**src/rtl/serial_addsub_pkg.sv**
```systemverilog
// ---------------------------------------------------------------------------
// serial_addsub_pkg
// Shared encodings for the bit-serial adder/subtractor.
// Revision: 1.0
// ---------------------------------------------------------------------------
`default_nettype none

package serial_addsub_pkg;

    // Controller states
    typedef enum logic {
        ST_IDLE = 1'b0,
        ST_RUN  = 1'b1
    } state_e;

    // Operation select carried on the mode input
    localparam logic MODE_ADD = 1'b0;
    localparam logic MODE_SUB = 1'b1;

endpackage

`default_nettype wire

```
**src/rtl/serial_addsub_fas_bit.sv**
```systemverilog
// ---------------------------------------------------------------------------
// fas_bit (plus xor2/and2/or2 gate cells)
// Combinational 1-bit add/subtract cell: b is inverted when m=1, then a
// ripple full adder is formed from two-input gates.
// Revision: 1.0
// ---------------------------------------------------------------------------
`default_nettype none

module xor2 (
    input  logic a_i,
    input  logic b_i,
    output logic y_o
);
    assign y_o = a_i ^ b_i;
endmodule

module and2 (
    input  logic a_i,
    input  logic b_i,
    output logic y_o
);
    assign y_o = a_i & b_i;
endmodule

module or2 (
    input  logic a_i,
    input  logic b_i,
    output logic y_o
);
    assign y_o = a_i | b_i;
endmodule

module fas_bit (
    input  logic m,
    input  logic a,
    input  logic b,
    input  logic cin,
    output logic s,
    output logic cout
);
    logic w_bx;     // b conditionally inverted for subtraction
    logic w_p;      // propagate
    logic w_g;      // generate
    logic w_t;      // propagated carry

    xor2 u_xb (.a_i(b),   .b_i(m),   .y_o(w_bx));
    xor2 u_xp (.a_i(a),   .b_i(w_bx), .y_o(w_p));
    xor2 u_xs (.a_i(w_p), .b_i(cin), .y_o(s));
    and2 u_ag (.a_i(a),   .b_i(w_bx), .y_o(w_g));
    and2 u_at (.a_i(w_p), .b_i(cin), .y_o(w_t));
    or2  u_oc (.a_i(w_g), .b_i(w_t), .y_o(cout));
endmodule

`default_nettype wire

```
**src/rtl/serial_addsub.sv**
```systemverilog
// ---------------------------------------------------------------------------
// serial_addsub
// Bit-serial WIDTH-bit adder/subtractor. One bit per clock, LSB first,
// through a single fas_bit cell with a registered carry. Result and flags
// are registered and held until the next completion.
// Revision: 1.0
// ---------------------------------------------------------------------------
`default_nettype none

module serial_addsub
    import serial_addsub_pkg::*;
#(
    parameter int WIDTH = 8
) (
    input  logic             clk,
    input  logic             reset,
    input  logic             start,
    input  logic             mode,
    input  logic [WIDTH-1:0] a,
    input  logic [WIDTH-1:0] b,
    output logic             busy,
    output logic             done,
    output logic [WIDTH-1:0] result,
    output logic             cout,
    output logic             ovf,
    output logic             zero
);
    localparam int               CNT_W    = $clog2(WIDTH);
    localparam logic [CNT_W-1:0] CNT_LAST = CNT_W'(WIDTH - 1);

    state_e             state_q,  state_d;
    logic [CNT_W-1:0]   cnt_q,    cnt_d;
    logic [WIDTH-1:0]   a_sh_q,   a_sh_d;
    logic [WIDTH-1:0]   b_sh_q,   b_sh_d;
    // Holds the sum bits produced so far; the final bit is appended on the
    // last cycle, so one fewer bit of storage is enough.
    logic [WIDTH-2:0]   res_sh_q, res_sh_d;
    logic               mode_q,   mode_d;
    logic               carry_q,  carry_d;
    logic               busy_q,   busy_d;
    logic               done_q,   done_d;
    logic [WIDTH-1:0]   result_q, result_d;
    logic               cout_q,   cout_d;
    logic               ovf_q,    ovf_d;
    logic               zero_q,   zero_d;

    logic               w_sum;
    logic               w_carry;
    logic [WIDTH-1:0]   w_res_next;

    fas_bit u_cell (
        .m    (mode_q),
        .a    (a_sh_q[0]),
        .b    (b_sh_q[0]),
        .cin  (carry_q),
        .s    (w_sum),
        .cout (w_carry)
    );

    assign w_res_next = {w_sum, res_sh_q};

    // Next-state logic: accept in IDLE, one bit per cycle in RUN.
    always_comb begin
        state_d  = state_q;
        cnt_d    = cnt_q;
        a_sh_d   = a_sh_q;
        b_sh_d   = b_sh_q;
        res_sh_d = res_sh_q;
        mode_d   = mode_q;
        carry_d  = carry_q;
        busy_d   = busy_q;
        done_d   = 1'b0;
        result_d = result_q;
        cout_d   = cout_q;
        ovf_d    = ovf_q;
        zero_d   = zero_q;

        case (state_q)
            ST_IDLE: begin
                if (start) begin
                    state_d = ST_RUN;
                    a_sh_d  = a;
                    b_sh_d  = b;
                    mode_d  = mode;
                    // Subtract is A + ~B + 1: the +1 enters as initial carry.
                    carry_d = (mode == MODE_SUB);
                    cnt_d   = '0;
                    busy_d  = 1'b1;
                end
            end
            ST_RUN: begin
                a_sh_d   = {1'b0, a_sh_q[WIDTH-1:1]};
                b_sh_d   = {1'b0, b_sh_q[WIDTH-1:1]};
                res_sh_d = w_res_next[WIDTH-1:1];
                carry_d  = w_carry;
                cnt_d    = cnt_q + 1'b1;
                if (cnt_q == CNT_LAST) begin
                    state_d  = ST_IDLE;
                    busy_d   = 1'b0;
                    done_d   = 1'b1;
                    result_d = w_res_next;
                    cout_d   = w_carry;
                    // carry_q is the carry into the MSB on this final cycle
                    ovf_d    = carry_q ^ w_carry;
                    zero_d   = (w_res_next == '0);
                end
            end
            default: state_d = ST_IDLE;
        endcase
    end

    // State and datapath registers with synchronous reset.
    always_ff @(posedge clk) begin
        if (reset) begin
            state_q  <= ST_IDLE;
            cnt_q    <= '0;
            a_sh_q   <= '0;
            b_sh_q   <= '0;
            res_sh_q <= '0;
            mode_q   <= MODE_ADD;
            carry_q  <= 1'b0;
            busy_q   <= 1'b0;
            done_q   <= 1'b0;
            result_q <= '0;
            cout_q   <= 1'b0;
            ovf_q    <= 1'b0;
            zero_q   <= 1'b0;
        end else begin
            state_q  <= state_d;
            cnt_q    <= cnt_d;
            a_sh_q   <= a_sh_d;
            b_sh_q   <= b_sh_d;
            res_sh_q <= res_sh_d;
            mode_q   <= mode_d;
            carry_q  <= carry_d;
            busy_q   <= busy_d;
            done_q   <= done_d;
            result_q <= result_d;
            cout_q   <= cout_d;
            ovf_q    <= ovf_d;
            zero_q   <= zero_d;
        end
    end

    assign busy   = busy_q;
    assign done   = done_q;
    assign result = result_q;
    assign cout   = cout_q;
    assign ovf    = ovf_q;
    assign zero   = zero_q;

endmodule

`default_nettype wire

```
**config.mk**
```make
export PLATFORM = sky130hd
export DESIGN_NAME = serial_addsub
export DESIGN_NICKNAME = d
export VERILOG_FILES = /design/src/rtl/serial_addsub_pkg.sv /design/src/rtl/serial_addsub_fas_bit.sv /design/src/rtl/serial_addsub.sv
export SDC_FILE = /design/constraint.sdc
export NUM_CORES = 1
export LEC_CHECK = 0
export CAP_MARGIN = 20
export CORE_ASPECT_RATIO = 1.2
export CORE_MARGIN = 1.5
export CORE_UTILIZATION = 40
export CTS_BUF_LIST = sky130_fd_sc_hd__clkbuf_4
export DETAILED_ROUTE_END_ITERATION = 7
export SLEW_MARGIN = 20
export SYNTH_ARGS = -nofsm -noshare
export SYNTH_HDL_FRONTEND = slang
export SYNTH_HIERARCHICAL = 1
export SYNTH_SLANG_ARGS = --single-unit
```
**constraint.sdc**
```tcl
create_clock -name clk -period 4.1 [get_ports clk]
set_clock_uncertainty 0.2 [all_clocks]
set_input_delay 0.41 -clock clk [delete_from_list [all_inputs] [get_ports clk]]
set_output_delay 0.41 -clock clk [all_outputs]
set_load 0.1 [all_outputs]
```
==> metrics <==
max_cap viols=0; YS warnings=6; final core utilization=51.1%; sequential-to-total area share from yosys stat=45.9%; CORE AREA=4330 um2; Remaining DRCs=0; clock-pin slew on the worst setup and hold paths=0.15 ns; design area=2210 um2; Setup TNS Final=0 ns; nets=233; clk sinks=42; Mapped Avg Cell Area=10.1 um2; synthesized cell area=1830 um2; placed cell areas=2150 um2; P&R area growth vs syn=20.6%; initial antenna violation count=0; Slowest-stage cell, CP=clkdlybuf4s50_1; clk_lat worst skew=0.37 ns; required time of the critical path=3.49 ns; leading cell types by count after synthesis=dfxtp_1, nor2_1, mux2i_1; largest net degree at the start of global routing=43; Fillers=402; Setup crit start=cout; routability cong.=0.731; CP max FO=2; Synth cell types=25; GRT overflow=0; count leader, synth=dfxtp_1; share of layout cells above drive strength 1=12.8%; via count=1296; Synth area leader=dfxtp_1; prevailing post-synth register cell=dfxtp_1; Hold Crit Start=result[1]; RSZ-0062 raised after global routing=no; Yosys top cell area share=45.9%; fmax=401 MHz; PD cells=342 nW/um2; root buffer cell=clkbuf_4; worst r2r src=state_q; Setup Slack @ Placement=1.45 ns; total CTS buffers=5; Buf/Inv on CP=1; Max stage delay on crit path=1.14 ns; CTS tree=built; initial DRC count=41; # setup viols final=0; Ports=33; Final Non-Filler Cells=267; Seq cells post-synth=42; Crit Path Category=flip-flop to primary output; Post-synth EDFFs=0; row count=26; Hold Path Class=flip-flop to flip-flop; H-tree depth=2; placed cells=259; vias in the first global route=1246; Post-DRT Antenna Nets=0; Max clock buf depth=2; Die Height=77.1 um; worst slew pin tran=1.01 ns; top cells by area, synth=dfxtp_1, mux2i_1, mux2_4, nor2_1, nand2_1; Synth Instances=181; Final Max Tran Viols=0; Vias/cell=4.85; Critical Path Sink Type=primary output; Max VDD drop=0.180 mV; drt wl/cell=12.2 um; Design Power=0.757 mW; DR pass1 iterations=4; die footprint=5000 um2; ys async rst share=0%; initial core utilization=42.3%; first-pass GRT wire length=5580 um; die width=64.8 um; DRT Wirelength=3250 um; critical path's top delay family=buffers and inverters; period utilization=60.9%; final hold slack=0.267 ns; Port Buffer Count=32; relative slew slack=32.3%; DP HPWL=2200 um; Inserted Diodes=0; cells along the critical path=clkdlybuf4s50_1; CTS-repair resized insts=0; status=completed; GRT Util Overall=14.4%; Post-CTS Setup Bufs=0; Synthesized Nets=204; Post-CTS Hold Buffers=0; Final Hold Fails=0; Worst Setup Start Kind=flip-flop; post-route setup slack=1.60 ns; WP data arrival=1.89 ns; min Tclk post-route=2.50 ns; Leakage=0.890 nW
==> kinds of logic (layout without fill, tap and decap cells) <==
kind of cell	Yosys count	after routing	share of synthesized area [%]
AND/OR/NAND/NOR	64	64	15.1
flip-flops	42	42	45.9
multiplexers	41	41	26.1
AO/OA/AOI/OAI	15	15	4.37
buffers and inverters	12	42	4.58
XOR/XNOR	4	4	1.91
adder cells (fa/ha/maj)	3	3	2.05
==> layout by cell type, fill, tap and decap left out, types with 3 or more instances in the layout <==
master,count
mux2_4,13
xor2_1,3
clkbuf_4,5
ha_1,3
clkdlybuf4s50_1,31
nor2_1,29
mux2i_1,26
dfxtp_1,42
a21oi_1,13
nor3_1,3
nand2_1,21
==> report_power, final <==
group,switching [mW],internal (mW),leakage (nW)
Combinational,0.0429,0.0592,0.520
Clock,0.147,0.0687,0.0278
Sequential,0.0153,0.423,0.342
Total,0.205,0.551,0.890
==> layout make-up <==
class	instances	area, um2	share of cell area [%]
Clock buffer	5	37.5	1.70
Clock inverter	3	23.8	1.08
Multi-Input combinational cell	127	907	41.1
Sequential cell	42	841	38.1
Tap cell	56	70.1	3.17
Timing Repair Buffer	34	330	14.9
==> routing by layer <==
metal / vias up / track usage [%] / routed length (um)
li1: 668 / - / -
met1: 592 / 16.3 / 1430
met2: 30 / 24.6 / 1600
met3: 6 / 3.96 / 158
met4: 0 / 7.02 / 70
met5: - / 0 / 0
==> path summary, 6_finish.rpt <==
path	endpoint	slack, ns	cells after the start
setup / recovery	cout	1.60	1
hold / removal	result[1]	0.27	2
setup reg to reg	result[4]	2.04	3
hold reg to reg	result[1]	0.27	2
==> flip-flops by register name, summed over array words and instances, names as in the netlist, 3 cells and up <==
register / count
cnt_q: 3
b_sh_q: 8
a_sh_q: 8
result: 8
res_sh_q: 7
==> worst reg2reg max path, delay by kind of cell, from the launching register on <==
kind	cells	cell delay [ns]
AOI/OAI and AO/OA	1	0.07
DFF	1	1.02
and+or+nand+nor	2	0.64
Power figures use the tool's default switching activity.
